$ cat src/rtl/cordic_result_fifo.sv
// -----------------------------------------------------------------------------
// cordic_result_fifo
//   Show-ahead result FIFO between the CORDIC core and the AHB bridge.
//   Pushes come from the CORDIC valid strobe. Pops come from the bridge, and the
//   head word is always presented combinationally on out_fifo. Pointers carry
//   one extra wrap bit so that full and empty can be told apart without a
//   separate occupancy register.
//
// Ports
//   HCLK          in   clock; all state updates on the rising edge
//   HRESETn       in   asynchronous active-low reset
//   wr_en         in   push request (one word per high cycle)
//   wr_data       in   word to push [DATA_W]
//   read_fifo_en  in   pop request
//   clr_err       in   synchronous clear of the sticky error flags
//   out_fifo      out  head entry, or zero when empty [DATA_W]
//   empty         out  FIFO holds zero entries
//   full          out  FIFO holds DEPTH entries
//   count         out  occupancy 0..DEPTH [ADDR_W+1]
//   overflow      out  sticky: a push was dropped because the FIFO was full
//   underflow     out  sticky: a pop was ignored because the FIFO was empty
// -----------------------------------------------------------------------------
module cordic_result_fifo #(
  parameter int DATA_W = 32,
  parameter int DEPTH  = 8,
  parameter int ADDR_W = 3
) (
  input  logic              HCLK,
  input  logic              HRESETn,
  input  logic              wr_en,
  input  logic [DATA_W-1:0] wr_data,
  input  logic              read_fifo_en,
  input  logic              clr_err,
  output logic [DATA_W-1:0] out_fifo,
  output logic              empty,
  output logic              full,
  output logic [ADDR_W:0]   count,
  output logic              overflow,
  output logic              underflow
);

  typedef logic [ADDR_W:0] ptr_t;
  localparam ptr_t PTR_ONE = ptr_t'(1);

  logic [DATA_W-1:0] mem_q [DEPTH];

  ptr_t wr_ptr_q, wr_ptr_d;
  ptr_t rd_ptr_q, rd_ptr_d;
  logic overflow_q, overflow_d;
  logic underflow_q, underflow_d;

  logic [ADDR_W-1:0] wr_idx, rd_idx;
  logic push_ok, pop_ok, push_drop, pop_drop;

  assign wr_idx = wr_ptr_q[ADDR_W-1:0];
  assign rd_idx = rd_ptr_q[ADDR_W-1:0];

  // Same index with opposite wrap bits means the writer is a full lap ahead.
  assign empty = (wr_ptr_q == rd_ptr_q);
  assign full  = (wr_idx == rd_idx) && (wr_ptr_q[ADDR_W] != rd_ptr_q[ADDR_W]);
  assign count = wr_ptr_q - rd_ptr_q;

  assign pop_ok    = read_fifo_en && !empty;
  // A full FIFO still accepts a push when a pop frees the head slot in the same
  // cycle; the write lands in exactly the slot being read out.
  assign push_ok   = wr_en && (!full || read_fifo_en);
  assign push_drop = wr_en && full && !read_fifo_en;
  assign pop_drop  = read_fifo_en && empty;

  assign out_fifo  = empty ? '0 : mem_q[rd_idx];
  assign overflow  = overflow_q;
  assign underflow = underflow_q;

  // NOTE: every signal assigned here gets a default first, so no path leaves
  // it unassigned and no latch is inferred.
  always_comb begin
    wr_ptr_d    = wr_ptr_q;
    rd_ptr_d    = rd_ptr_q;
    overflow_d  = overflow_q;
    underflow_d = underflow_q;

    if (push_ok) wr_ptr_d = wr_ptr_q + PTR_ONE;
    if (pop_ok)  rd_ptr_d = rd_ptr_q + PTR_ONE;

    // Clear first, then set, so a fresh error in the clear cycle survives.
    if (clr_err) begin
      overflow_d  = 1'b0;
      underflow_d = 1'b0;
    end
    if (push_drop) overflow_d  = 1'b1;
    if (pop_drop)  underflow_d = 1'b1;
  end

  // NOTE: sequential state uses non-blocking assignments so every register
  // samples the pre-edge values regardless of statement order.
  always_ff @(posedge HCLK or negedge HRESETn) begin
    if (!HRESETn) begin
      wr_ptr_q    <= '0;
      rd_ptr_q    <= '0;
      overflow_q  <= 1'b0;
      underflow_q <= 1'b0;
    end else begin
      wr_ptr_q    <= wr_ptr_d;
      rd_ptr_q    <= rd_ptr_d;
      overflow_q  <= overflow_d;
      underflow_q <= underflow_d;
    end
  end

  // NOTE: the storage array has no reset. Clearing the pointers already makes
  // every stored word unreachable, and leaving the array out of reset lets it
  // map onto plain RAM.
  always_ff @(posedge HCLK) begin
    if (push_ok) mem_q[wr_idx] <= wr_data;
  end

endmodule

$ cat config.mk
export PLATFORM = sky130hd
export DESIGN_NAME = cordic_result_fifo
export DESIGN_NICKNAME = d
export VERILOG_FILES = /design/src/rtl/cordic_result_fifo.sv
export SDC_FILE = /design/constraint.sdc
export NUM_CORES = 1
export LEC_CHECK = 0
export BUFFER_PORTS_ARGS = -buffer_cell sky130_fd_sc_hd__buf_2
export CORE_ASPECT_RATIO = 0.7
export CORE_MARGIN = 8
export CORE_UTILIZATION = 45
export CTS_BUF_LIST = sky130_fd_sc_hd__clkbuf_16
export DETAILED_ROUTE_END_ITERATION = 7
export GPL_TIMING_DRIVEN = 0
export PLACE_DENSITY_LB_ADDON = 0.15
export SETUP_SLACK_MARGIN = 0.5
export SLEW_MARGIN = 20
export SYNTH_ARGS = -nofsm -noshare
export SYNTH_HDL_FRONTEND = slang
export SYNTH_SLANG_ARGS = --single-unit
$ cat constraint.sdc
create_clock -name HCLK -period 5.5 [get_ports HCLK]
set_input_delay 0.55 -clock HCLK [delete_from_list [all_inputs] [get_ports HCLK]]
set_output_delay 0.55 -clock HCLK [all_outputs]
set_load 0.01 [all_outputs]
==> results.yml <==
outcome:
  status: "complete, no violations"
worst_hold_path:
  hold_class: "input port to flop"
floorplan:
  die-area_um2: 28800
  start_util_pct: 45.3
  die_h_um: 144
  fp-row-count: 47
  core_um2: 23400
  io_pins: 77
  die_width_um: 199
power_and_ir_drop:
  irDropWorstVdd_uv: 238
  powerDensity_nw_per_um2: 580
  total_leakage_power_nw: 4.78
grt:
  grt_use_total_pct: 16.1
  grt_pass1_wl_um: 34500
  first_global_vias: 5816
  antenna_found_initial: 1
  overflow: 0
  grt_max_degree: 19
sta:
  tightest_slew_ps: 863
  setup_tns_ps: 0
  min_period_over_period_pct: 58.8
  setup_viol: 0
  rsz0062_at_grt: "no"
  hold_viol_final: 0
  max_freq_ghz: 0.309
  min_period_ps: 3240
  setup_slack_ps: 2260
  slew_headroom_pct: 42.5
  clock_skew_ps: 16.2
  whs_ps: 283
  slew_viol_final: 0
worst_setup_path:
  crit_type: "flop to output port"
  worstSetupEndpointType: "output port"
  crit_fanout: 10
  cp-start-kind: "flop"
  cp.arrival_ps: 2690
  crit_required_ps: 4950
final_layout:
  final_util_pct: 54.2
  area_growth_syn_to_layout_pct: 19.5
  fill_cells: 1884
  nets: 747
  num_antenna_cells: 0
  drive_above_1_share_pct: 26.1
synthesis:
  synth_cells: 579
  syn_area_per_cell_um2: 18.3
  synth_area_um2: 10600
  synthFlopType: "edfxtp_1"
  synth-edff-count: 256
  seq_area_frac_synth_pct: 74.8
  async_flop_share_pct: 3.76
  synth-seq-cells: 266
  yosys_warnings: 0
  synthesis.nets: 622
  ys_types: 36
clocking:
  tritoncts: "yes"
  cts_resized: 0
  path_clk_slew_ps: 60
  clockBufferDepth: 3
  ctsRootBufferMaster: "clkbuf_16"
  insertion_delay_ps: 530
  ctsHtreeMaxLevel: 1
  cts_buffers: 27
  cts.sinks: 266
placed_design:
  port_buffers: 76
  gp_congestion: 0.713
  dp_slack_ps: 2460
  hpwl_um: 15400
routing:
  via_count: 5473
  drtIter0Drc: 338
  drtAntennaViolNets: 0
  drt_pass1_iterations: 4
  drc: 0
  viasPerCell: 5.27
  wl_per_cell_um: 22.1
  finalWirelength_um: 23000
flow_run:
  max_cap_viol_count: 0
## through the flow
step | instances | total power [mW] | cell area (µm²)
4_1_cts | 1039 | 7.46 | 12700
3_5_place_dp | 992 | 5.67 | 11800
6_report | 1039 | 7.35 | 12700
3_3_place_gp | 973 | 5.51 | 11400
5_1_grt | 1039 | 7.74 | 12700
2_1_floorplan | 579 | 4.51 | 10600
## placed cells by master, fill, tap and decap left out, types with 2 or more instances in the layout
cell type	count
buf_8	2
nor2_1	3
buf_16	10
buf_4	12
nand2_1	36
a22oi_1	32
xnor2_1	7
a221oi_1	15
clkbuf_4	2
clkinv_2	6
clkinv_1	4
dfrtp_1	10
buf_6	8
nor3_2	2
clkbuf_1	9
a221oi_2	17
mux2i_1	128
nor2_4	6
nand3_1	3
clkbuf_16	27
bufinv_16	4
ha_1	5
inv_1	14
edfxtp_1	256
buf_2	83
## cells in the mapped netlist (2+ instances only)
cell / instances / area (µm²)
xnor2_1: 7 / 61.3
edfxtp_1: 256 / 7690
inv_1: 10 / 37.5
buf_4: 6 / 45.0
nor3_1: 2 / 10.0
nand3_1: 3 / 15.0
nor2_1: 9 / 33.8
a22oi_1: 32 / 240
ha_1: 5 / 62.6
clkbuf_4: 2 / 15.0
mux2i_1: 128 / 1280
clkbuf_1: 9 / 33.8
a221oi_2: 17 / 255
buf_8: 2 / 30.0
buf_2: 7 / 35.0
dfrtp_1: 10 / 250
buf_6: 6 / 67.6
nand2_1: 36 / 135
a221oi_1: 15 / 131
## sequential cells by signal, summed over array words and instances, names as in the netlist
signal / count
rd_ptr_q: 4
mem_q: 256
overflow: 1
wr_ptr_q: 4
underflow: 1
## layer usage
metal	global-route usage [%]	share of wire (%)	vias to the layer above
li1	-	-	2559
met1	22.0	47	2775
met2	26.9	48	102
met3	2.53	3.6	35
met4	3.55	1.9	2
met5	0	0.039	-
## worst paths after layout
check / start / to / slack [ps] / cells after the start
worst max-delay path: wr_ptr_q[0] / out_fifo[1] / 2260 / 7
worst min-delay path: wr_data[15] / mem_q[5][15] / 280 / 1
worst max register to register: wr_ptr_q[0] / mem_q[0][1] / 2470 / 8
worst min register to register: underflow / underflow / 510 / 1
max in group asynchronous: HRESETn / rd_ptr_q[3] / 4860 / 2
min in group asynchronous: HRESETn / overflow / 430 / 2
## layout make-up
class / count / area, µm² / area share [%]
Clock inverter: 19 / 189 / 1.49
Timing Repair Buffer: 96 / 753 / 5.94
Multi-Input combinational cell: 271 / 2460 / 19.4
Tap cell: 318 / 398 / 3.14
Inverter: 10 / 37.5 / 0.296
Buffer: 32 / 226 / 1.79
Clock buffer: 27 / 676 / 5.33
Sequential cell: 266 / 7940 / 62.6
## kinds of logic after synthesis
| group | Yosys count | share of synthesized area, % |
|---|---|---|
| XOR/XNOR | 9 | 0.814 |
| buffers and inverters | 42 | 2.49 |
| multiplexers | 130 | 12.3 |
| adder cells (fa/ha/maj) | 6 | 0.779 |
| AO/OA/AOI/OAI | 69 | 6.35 |
| AND/OR/NAND/NOR | 57 | 2.41 |
| flip-flops | 266 | 74.8 |
## power by group
| group | leakage, nW | total (mW) | switching (mW) | internal (mW) |
|---|---|---|---|---|
| Sequential | 2.45 | 2.67 | 0.105 | 2.56 |
| Clock | 0.445 | 1.78 | 0.708 | 1.07 |
| Combinational | 1.89 | 2.90 | 1.72 | 1.18 |
| Total | 4.78 | 7.35 | 2.53 | 4.81 |
## worst max-delay path, cell delays in order (launching register included)
cell      delay (ps)
dfrtp_1          490
inv_1            110
ha_1             360
nand4_2          250
buf_4            240
nand2_1           60
a221oi_1         420
buf_2            230
## repair_timing
action,in CTS,in global routing
buffers inserted,0,0
hold buffers,1,0
hold endpoints to repair,10,0
No activity file was read; power rests on OpenSTA's default activity.
